$ cat config.mk
export PLATFORM = sky130hd
export DESIGN_NAME = cga_vram_arbiter
export DESIGN_NICKNAME = d
export VERILOG_FILES = /design/src/rtl/cga_pkg.sv /design/src/rtl/cga_vram_arbiter.sv
export SDC_FILE = /design/constraint.sdc
export NUM_CORES = 1
export LEC_CHECK = 0
export CELL_PAD_IN_SITES_DETAIL_PLACEMENT = 2
export CELL_PAD_IN_SITES_GLOBAL_PLACEMENT = 2
export CORE_UTILIZATION = 25
export DETAILED_ROUTE_END_ITERATION = 12
export PLACE_DENSITY_LB_ADDON = 0.3
export RECOVER_POWER = 100
export SLEW_MARGIN = 40
export SYNTH_ARGS = -nofsm -noshare
export SYNTH_HDL_FRONTEND = slang
export SYNTH_SLANG_ARGS = --single-unit
$ cat constraint.sdc
create_clock -name clk -period 3.27 [get_ports clk]
set_clock_uncertainty 0.1 [all_clocks]
set_input_delay 0.327 -clock clk [delete_from_list [all_inputs] [get_ports clk]]
set_output_delay 0.327 -clock clk [all_outputs]
set_load 0.02 [all_outputs]
$ cat src/rtl/cga_pkg.sv
// Shared CGA definitions: VRAM geometry, frame-buffer window and arbiter states.
package cga_pkg;

    // Video RAM address width (512K words).
    localparam int unsigned VRAM_AW = 19;

    // bus_a[19:15] value that selects the B8000-BFFFF frame-buffer window.
    localparam logic [4:0] FB_BASE_DEFAULT = 5'h17;

    // CPU access sequencing in the VRAM arbiter.
    typedef enum logic [2:0] {
        StIdle,
        StPend,
        StAcc,
        StRdat,
        StHold
    } arb_state_e;

endpackage

$ cat src/rtl/cga_vram_arbiter.sv
// Shares the synchronous VRAM between display fetches and buffered CPU cycles.
// Display reads pass straight through; CPU accesses wait in a one-deep request
// register for a sequencer slot while bus_rdy holds the ISA bus.
module cga_vram_arbiter
    import cga_pkg::*;
#(
    parameter int unsigned USE_BUS_WAIT = 1,
    parameter logic [4:0]  FB_BASE      = FB_BASE_DEFAULT
) (
    input  logic               clk,
    input  logic               reset_n,
    input  logic [19:0]        bus_a,
    input  logic               bus_memr_l,
    input  logic               bus_memw_l,
    input  logic [7:0]         bus_d,
    output logic [7:0]         bus_out_mem,
    output logic               bus_mem_dir,
    output logic               bus_rdy,
    input  logic               disp_read,
    input  logic [VRAM_AW-1:0] disp_addr,
    output logic [7:0]         disp_data,
    input  logic               isa_op_enable,
    output logic               ram_en,
    output logic               ram_we,
    output logic [VRAM_AW-1:0] ram_addr,
    output logic [7:0]         ram_dout,
    input  logic [7:0]         ram_din,
    output logic [7:0]         cpu_wait_max
);

    arb_state_e         state_q;
    logic [VRAM_AW-1:0] req_addr_q;
    logic [7:0]         req_data_q;
    logic               req_we_q;
    logic [7:0]         rd_latch_q;
    logic [7:0]         wait_cnt_q;
    logic [7:0]         wait_max_q;
    logic               rdy_q;

    logic mem_cs;
    logic cpu_sel;
    logic req_strobe;

    assign mem_cs  = (bus_a[19:15] == FB_BASE);
    assign cpu_sel = mem_cs & (~bus_memr_l | ~bus_memw_l);
    // Only the strobe matching the latched request keeps it alive in PEND.
    assign req_strobe = req_we_q ? ~bus_memw_l : ~bus_memr_l;

    // CPU request FSM with registered request, read latch, ready and wait statistics.
    always_ff @(posedge clk or negedge reset_n) begin
        if (!reset_n) begin
            state_q    <= StIdle;
            req_addr_q <= '0;
            req_data_q <= '0;
            req_we_q   <= 1'b0;
            rd_latch_q <= '0;
            wait_cnt_q <= '0;
            wait_max_q <= '0;
            rdy_q      <= 1'b1;
        end else begin
            unique case (state_q)
                StIdle: begin
                    if (cpu_sel) begin
                        req_addr_q <= {4'h0, bus_a[14:0]};
                        req_data_q <= bus_d;
                        req_we_q   <= ~bus_memw_l;
                        wait_cnt_q <= '0;
                        rdy_q      <= 1'b0;
                        state_q    <= StPend;
                    end
                end
                StPend: begin
                    if (!req_strobe) begin
                        // CPU gave up before a slot arrived: drop the access.
                        rdy_q   <= 1'b1;
                        state_q <= StIdle;
                    end else if (isa_op_enable && !disp_read) begin
                        if (wait_cnt_q > wait_max_q) begin
                            wait_max_q <= wait_cnt_q;
                        end
                        state_q <= StAcc;
                    end else if (wait_cnt_q != 8'hFF) begin
                        wait_cnt_q <= wait_cnt_q + 8'd1;
                    end
                end
                StAcc: begin
                    rdy_q   <= req_we_q;
                    state_q <= req_we_q ? StHold : StRdat;
                end
                StRdat: begin
                    rd_latch_q <= ram_din;
                    rdy_q      <= 1'b1;
                    state_q    <= StHold;
                end
                StHold: begin
                    if ((bus_memr_l && bus_memw_l) || !mem_cs) begin
                        state_q <= StIdle;
                    end
                end
                default: begin
                    rdy_q   <= 1'b1;
                    state_q <= StIdle;
                end
            endcase
        end
    end

    // RAM port mux: display fetch has absolute priority over the CPU slot.
    always_comb begin
        ram_en   = 1'b0;
        ram_we   = 1'b0;
        ram_addr = '0;
        ram_dout = '0;
        if (disp_read) begin
            ram_en   = 1'b1;
            ram_addr = disp_addr;
        end else if (state_q == StAcc) begin
            ram_en   = 1'b1;
            ram_we   = req_we_q;
            ram_addr = req_addr_q;
            ram_dout = req_data_q;
        end
    end

    assign disp_data    = ram_din;
    assign bus_out_mem  = (state_q == StHold && !req_we_q) ? rd_latch_q : 8'h00;
    assign bus_mem_dir  = mem_cs & ~bus_memr_l;
    assign cpu_wait_max = wait_max_q;
    // Pull ready low in the same cycle the strobe appears, before the FSM registers it.
    assign bus_rdy = (USE_BUS_WAIT != 0) ? (rdy_q & ~((state_q == StIdle) & cpu_sel)) : 1'b1;

endmodule

==> flow_summary.json, run 1 <==
{
  "status": "finished, violations left",
  "violations": "capacitance limit, slew limit",
  "synth_area_leaders": "dfrtp_1 (46%), mux2_2 (16%), and2_1 (4.7%), nand2_1 (4.7%), ha_1 (4.0%)",
  "drc": 0,
  "power_per_cell_area_nw_per_um2": 571,
  "fin_nets": 446,
  "peakVddDrop_mv": 0.256,
  "portBuffers": 115,
  "grt_usage_pct": 15.0,
  "worstPathArrival_ns": 2.45,
  "holdBufCountCts": 1,
  "numCtsBuffers": 5,
  "insertion_delay_ns": 0.31,
  "cts_max_level": 2,
  "drtIter0Drc": 49,
  "maxSlewHeadroom_pct": -37.0,
  "ys_async_sr_fraction_pct": 100,
  "setup_tns_ns": 0,
  "die_area_um2": 11600,
  "utilization_pct": 37.8,
  "die_h_um": 107,
  "synth_area_leader_cell": "dfrtp_1",
  "hold_path_startpoint": "rd_latch_q[3]",
  "critPathLaunchType": "input pin",
  "area.growth.synth_to_final_pct": 47.5,
  "post-route-min-period_ns": 2.88,
  "grt_overflow_total": 0,
  "p_leak_nw": 1.80,
  "cp_max_fo": 4,
  "ant_nets": 0,
  "path_class": "input pin to output port",
  "synthCells": 268,
  "seqCellArea_um2": 1300,
  "row_count": 38,
  "grt_pass1_wl_mm": 13.4,
  "post_cts.repair.setup_buffers": 0,
  "fmaxAchievable_ghz": 0.347,
  "die_w_um": 107,
  "worstMarginPinSlew_ns": 2.05,
  "synth_edf_count": 0,
  "worstReg2RegStart": "state_q[1]",
  "drtPass1Iterations": 3,
  "synth-seq-area-share_pct": 46.8,
  "core_um2": 10800,
  "crit_required_ns": 2.84,
  "clk_pin_slew_ns": 0.09,
  "hold_path_class": "register to register",
  "clk_path_buf_depth": 2,
  "initial_core_util_pct": 25.7,
  "drive_gt1_share_pct": 14.6,
  "synth.avg_cell_area_um2": 10.4,
  "nFillCells": 1208,
  "synth_top_area_share_pct": 45.9,
  "ys_ff_latch": 52,
  "diodes": 0,
  "pin_count": 116,
  "synth_cell_types": 41,
  "cts_resized": 0,
  "viasPerCell": 4.59,
  "cts_tree": "done",
  "wl_mm": 8.25,
  "startpoint": "bus_a[16]",
  "dp.final_hpwl_mm": 6.26,
  "ys.flop_type": "dfrtp_1",
  "drv_slew": 37,
  "syn_nets": 338,
  "finalCritPeriodShare_pct": 88.0,
  "multi_input_area_um2": 1330,
  "syn_area_um2": 2780,
  "grt_max_degree": 37,
  "cts_sinks": 52,
  "setup_viol": 0,
  "num_vias": 2373,
  "rsz0062_at_grt": "false",
  "grt_pass1_vias": 2619,
  "ys.warnings.count": 0,
  "antenna_found_initial": 0,
  "max-cap-violations": 1,
  "wire_per_inst_um": 16.0,
  "endpoint_kind": "output port",
  "gp_congestion": 0.709,
  "finalHoldViolCount": 0,
  "root_buffer": "clkbuf_8"
}
-- cell usage after synthesis (4+ instances only) --
cell type / count
inv_1: 9
nand4_1: 4
nor2_1: 9
dfrtp_1: 51
buf_4: 9
mux2_2: 40
and2_1: 21
clkbuf_1: 5
xnor2_1: 4
nand2_1: 35
nor2b_1: 4
nand3_1: 5
a21oi_1: 5
o21ai_0: 21
ha_1: 9
buf_2: 5
-- layer usage --
layer / vias to the layer above / track usage [%] / part of all wire [%] / wire [µm]
met3: 9 / 2.36 / 3.7 / 305
met5: - / 0 / 0 / 0
met1: 1184 / 17.9 / 43 / 3520
met4: 0 / 5.48 / 1.9 / 157
li1: 1122 / - / - / -
met2: 58 / 26.9 / 52 / 4270
-- cells by family after synthesis --
kind of cell / share of synthesized area, %
xor gates and xnor gates: 1.57
and+or+nand+nor: 18.4
DFF: 46.8
AOI/OAI and AO/OA: 6.52
adders and majority gates: 4.05
muxes: 17.0
buffers and inverters: 5.62
-- per-stage QoR --
| step | hold slack [ns] | power (mW) | setup slack [ns] | cell area, µm² | cells |
|---|---|---|---|---|---|
| floorplan | -0.0686 | 1.64 | 0.917 | 2780 | 268 |
| global placement | 0.375 | 1.98 | 0.459 | 4030 | 508 |
| detailed placement | 0.232 | 2.04 | 0.452 | 4040 | 508 |
| CTS | 0.410 | 2.43 | 0.404 | 4130 | 517 |
| global route | 0.424 | 2.54 | 0.216 | 4100 | 517 |
| finish | 0.405 | 2.34 | 0.391 | 4100 | 517 |
-- registers in the layout, indices dropped and copies added (netlist names) --
name,count
wait_cnt_q,8
req_we_q,1
req_data_q,8
rd_latch_q,8
state_q,3
rdy_q,1
cpu_wait_max,8
req_addr_q,15
-- power breakdown --
| part | switching, mW | internal [mW] |
|---|---|---|
| logic | 0.405 | 0.482 |
| clock network | 0.217 | 0.151 |
| registers | 0.189 | 0.898 |
-- final cells by class --
type                            instances  share of cell area, %
Clock inverter                          1                  0.122
Tap cell                              140                   4.27
Sequential cell                        52                   31.7
Timing Repair Buffer                  121                   28.9
Clock buffer                            7                   1.86
Multi-Input combinational cell        187                   32.3
Inverter                                9                  0.823
-- placed cells by master (no fill, tap or decap), types with 2 or more instances in the layout --
| cell type | synthesis | final |
|---|---|---|
| or2_2 | 2 | 2 |
| dlygate4sd3_1 | 0 | 55 |
| inv_1 | 9 | 9 |
| or3_1 | 2 | 2 |
| buf_4 | 9 | 2 |
| mux2_2 | 40 | 39 |
| clkbuf_8 | 0 | 5 |
| dfrtp_1 | 51 | 51 |
| a21oi_1 | 5 | 5 |
| nand2_1 | 35 | 35 |
| clkbuf_1 | 5 | 3 |
| nor3b_1 | 3 | 2 |
| and2_1 | 21 | 21 |
| ha_1 | 9 | 9 |
| nor2b_1 | 4 | 4 |
| clkdlybuf4s50_1 | 0 | 60 |
| nor2_1 | 9 | 10 |
| or3b_1 | 2 | 2 |
| nand4_1 | 4 | 4 |
| clkbuf_2 | 0 | 3 |
| mux2_1 | 1 | 2 |
| nand3_1 | 5 | 5 |
| nor4_1 | 3 | 3 |
| o21ai_0 | 21 | 22 |
| xnor2_1 | 4 | 4 |
-- path summary, 6_finish.rpt --
check,endpoint,slack (ns),cells after the start
min in group asynchronous,cpu_wait_max[5],1.04,2
hold / removal,rd_latch_q[3],0.41,1
setup reg to reg,req_addr_q[6],0.74,4
hold reg to reg,rd_latch_q[3],0.41,1
setup / recovery,bus_rdy,0.39,7
max in group asynchronous,req_addr_q[5],0.66,3
-- worst max-delay path, cell delays in order --
cell,delay (ns)
dlygate4sd3_1,0.52
nor2b_1,0.13
nand4_1,0.19
or4_1,0.49
a21oi_1,0.18
nor2b_1,0.07
clkdlybuf4s50_1,0.55
Power figures use the tool's default switching activity.
==> inputs of run 2 (changes only) <==
--- a/config.mk
+++ b/config.mk
@@ -7,7 +7,7 @@
 export LEC_CHECK = 0
 export CELL_PAD_IN_SITES_DETAIL_PLACEMENT = 2
 export CELL_PAD_IN_SITES_GLOBAL_PLACEMENT = 2
-export CORE_UTILIZATION = 25
+export CORE_UTILIZATION = 23
 export DETAILED_ROUTE_END_ITERATION = 12
 export PLACE_DENSITY_LB_ADDON = 0.3
 export RECOVER_POWER = 100
==> constraint.sdc (replaced) <==
create_clock -name clk -period 2.4 [get_ports clk]
set_clock_uncertainty 0.1 [all_clocks]
set_input_delay 0.24 -clock clk [delete_from_list [all_inputs] [get_ports clk]]
set_output_delay 0.24 -clock clk [all_outputs]
set_load 0.02 [all_outputs]
==> flow_summary.json, run 2 (synthesis gave the netlist of run 1 again) <==
{
  "cts_max_level": 2,
  "status": "finished, violations left",
  "pin_count": 116,
  "gp_congestion": 0.737,
  "clk_pin_slew_ns": 0.07,
  "die_h_um": 112,
  "dp_slack_ns": -0.247,
  "endpoint_kind": "register",
  "drtIter0Drc": 78,
  "grt_usage_pct": 13.6,
  "cts_sinks": 52,
  "p_leak_nw": 1.91,
  "grt_pass1_wl_mm": 13.5,
  "nFillCells": 1289,
  "die_area_um2": 12500,
  "max-cap-violations": 0,
  "cts_tree": "done",
  "layout_common_cells": "clkdlybuf4s50_1 (65), dfrtp_1 (51), mux2_2 (40), nand2_1 (35), dlygate4sd2_1 (23)",
  "insertion_delay_ns": 0.28,
  "post_layout_nonfiller_instances": 539,
  "grt_max_degree": 36,
  "numCtsBuffers": 5,
  "setup_ws_ns": 0.0878,
  "place_area_um2": 4210,
  "peakVddDrop_mv": 0.481,
  "cp_max_fo": 4,
  "wire_per_inst_um": 15.6,
  "critPathLaunchType": "register",
  "maxSlewHeadroom_pct": 1.49,
  "portBuffers": 115,
  "grt_pass1_vias": 2608,
  "core_um2": 11600,
  "wl_mm": 8.41,
  "fin_nets": 465,
  "drive_gt1_share_pct": 19.2,
  "finalCritPeriodShare_pct": 96.3,
  "crit_required_ns": 2.50,
  "antenna_found_initial": 0,
  "setup_viol": 0,
  "total_power_mw": 3.49,
  "clk_path_buf_depth": 2,
  "viasPerCell": 4.52,
  "mostFrequentLayoutCell": "clkdlybuf4s50_1",
  "utilization_pct": 36.7,
  "hold_path_class": "register to register",
  "diodes": 0,
  "grt_overflow_total": 0,
  "die_w_um": 112,
  "design_area_um2": 4270,
  "dp_cells": 530,
  "dp.final_hpwl_mm": 6.55,
  "violations": "DRC",
  "area.growth.synth_to_final_pct": 53.4,
  "ant_nets": 0,
  "row_count": 39,
  "post-route-min-period_ns": 2.31,
  "drtPass1Iterations": 8,
  "drv_slew": 0,
  "rsz0062_at_grt": "false",
  "drc": 10,
  "root_buffer": "clkbuf_16",
  "worstPathArrival_ns": 2.41,
  "num_vias": 2436,
  "largest_reg_flops": 15,
  "finalHoldViolCount": 0,
  "fmaxAchievable_ghz": 0.432,
  "initial_core_util_pct": 23.9,
  "worstMarginPinSlew_ns": 1.48,
  "path_class": "register to register",
  "post_cts.repair.setup_buffers": 0,
  "power_per_cell_area_nw_per_um2": 819,
  "top_register": "req_addr_q"
}
## run 2: cell count changes in the layout (fill, tap and decap cells not counted), sizes merged
cell	previous run	this run
dlygate4sd3	55	17
dlygate4sd2	0	23
clkbuf	11	26
clkdlybuf4s50	60	65
buf	2	14
clkdlybuf4s15	0	1
dlymetal6s2s	0	1
## run 2: area by class of cell
cell class | count | area [µm²] | share of cell area, %
clock buffers | 7 | 133 | 3.11
well taps | 143 | 179 | 4.19
repair buffers | 140 | 1260 | 29.6
multi-input cells | 187 | 1350 | 31.6
clock inverters | 1 | 5.00 | 0.117
flip-flops and latches | 52 | 1300 | 30.5
inverters | 9 | 33.8 | 0.792
## run 2: metal layers
metal | wire length, µm | global-route usage, % | up-vias
li1 | - | - | 1160
met1 | 3600 | 16.6 | 1212
met2 | 4350 | 24.5 | 62
met3 | 420 | 3.05 | 2
met4 | 41 | 2.40 | 0
met5 | 0 | 0 | -
## run 2: what timing repair did
action | 4_1_cts | 5_1_grt
pin swaps | 0 | 1
hold buffers | 1 | 0
gates resized for setup | 27 | 11
endpoints found under the setup margin | 33 | 11
endpoints found under the hold margin | 23 | 0
## run 2: final timing paths
| kind | startpoint | to | slack (ns) | depth (start not counted) |
|---|---|---|---|---|
| max in group asynchronous | reset_n | rd_latch_q[2] | 0.60 | 2 |
| min reg2reg | rd_latch_q[7] | rd_latch_q[7] | 0.40 | 1 |
| max | state_q[0] | wait_cnt_q[3] | 0.09 | 5 |
| max reg2reg | state_q[0] | wait_cnt_q[3] | 0.09 | 5 |
| min | rd_latch_q[7] | rd_latch_q[7] | 0.40 | 1 |
| min in group asynchronous | reset_n | cpu_wait_max[3] | 0.74 | 2 |
## run 2: where the power goes
group          leakage (nW)  switching [mW]  internal [mW]
logic                  1.17           0.640          0.720
clock network        0.0679           0.306          0.386
registers             0.665           0.212           1.23
total                  1.91            1.16           2.33
## run 2: worst max-delay path, stage by stage (launching register included)
cell and delay [ns]:
dfrtp_1 0.43, or3b_1 0.42, or3b_4 0.44, or2_0 0.29, or3_1 0.37, a21oi_1 0.17
## run 2: through the flow
stage / hold WS, ns / TNS (ns)
finish: 0.397 / 0
global placement: 0.196 / -2.26
detailed placement: 0.203 / -4.04
floorplan: -0.156 / 0
CTS: 0.403 / 0
global route: 0.409 / 0
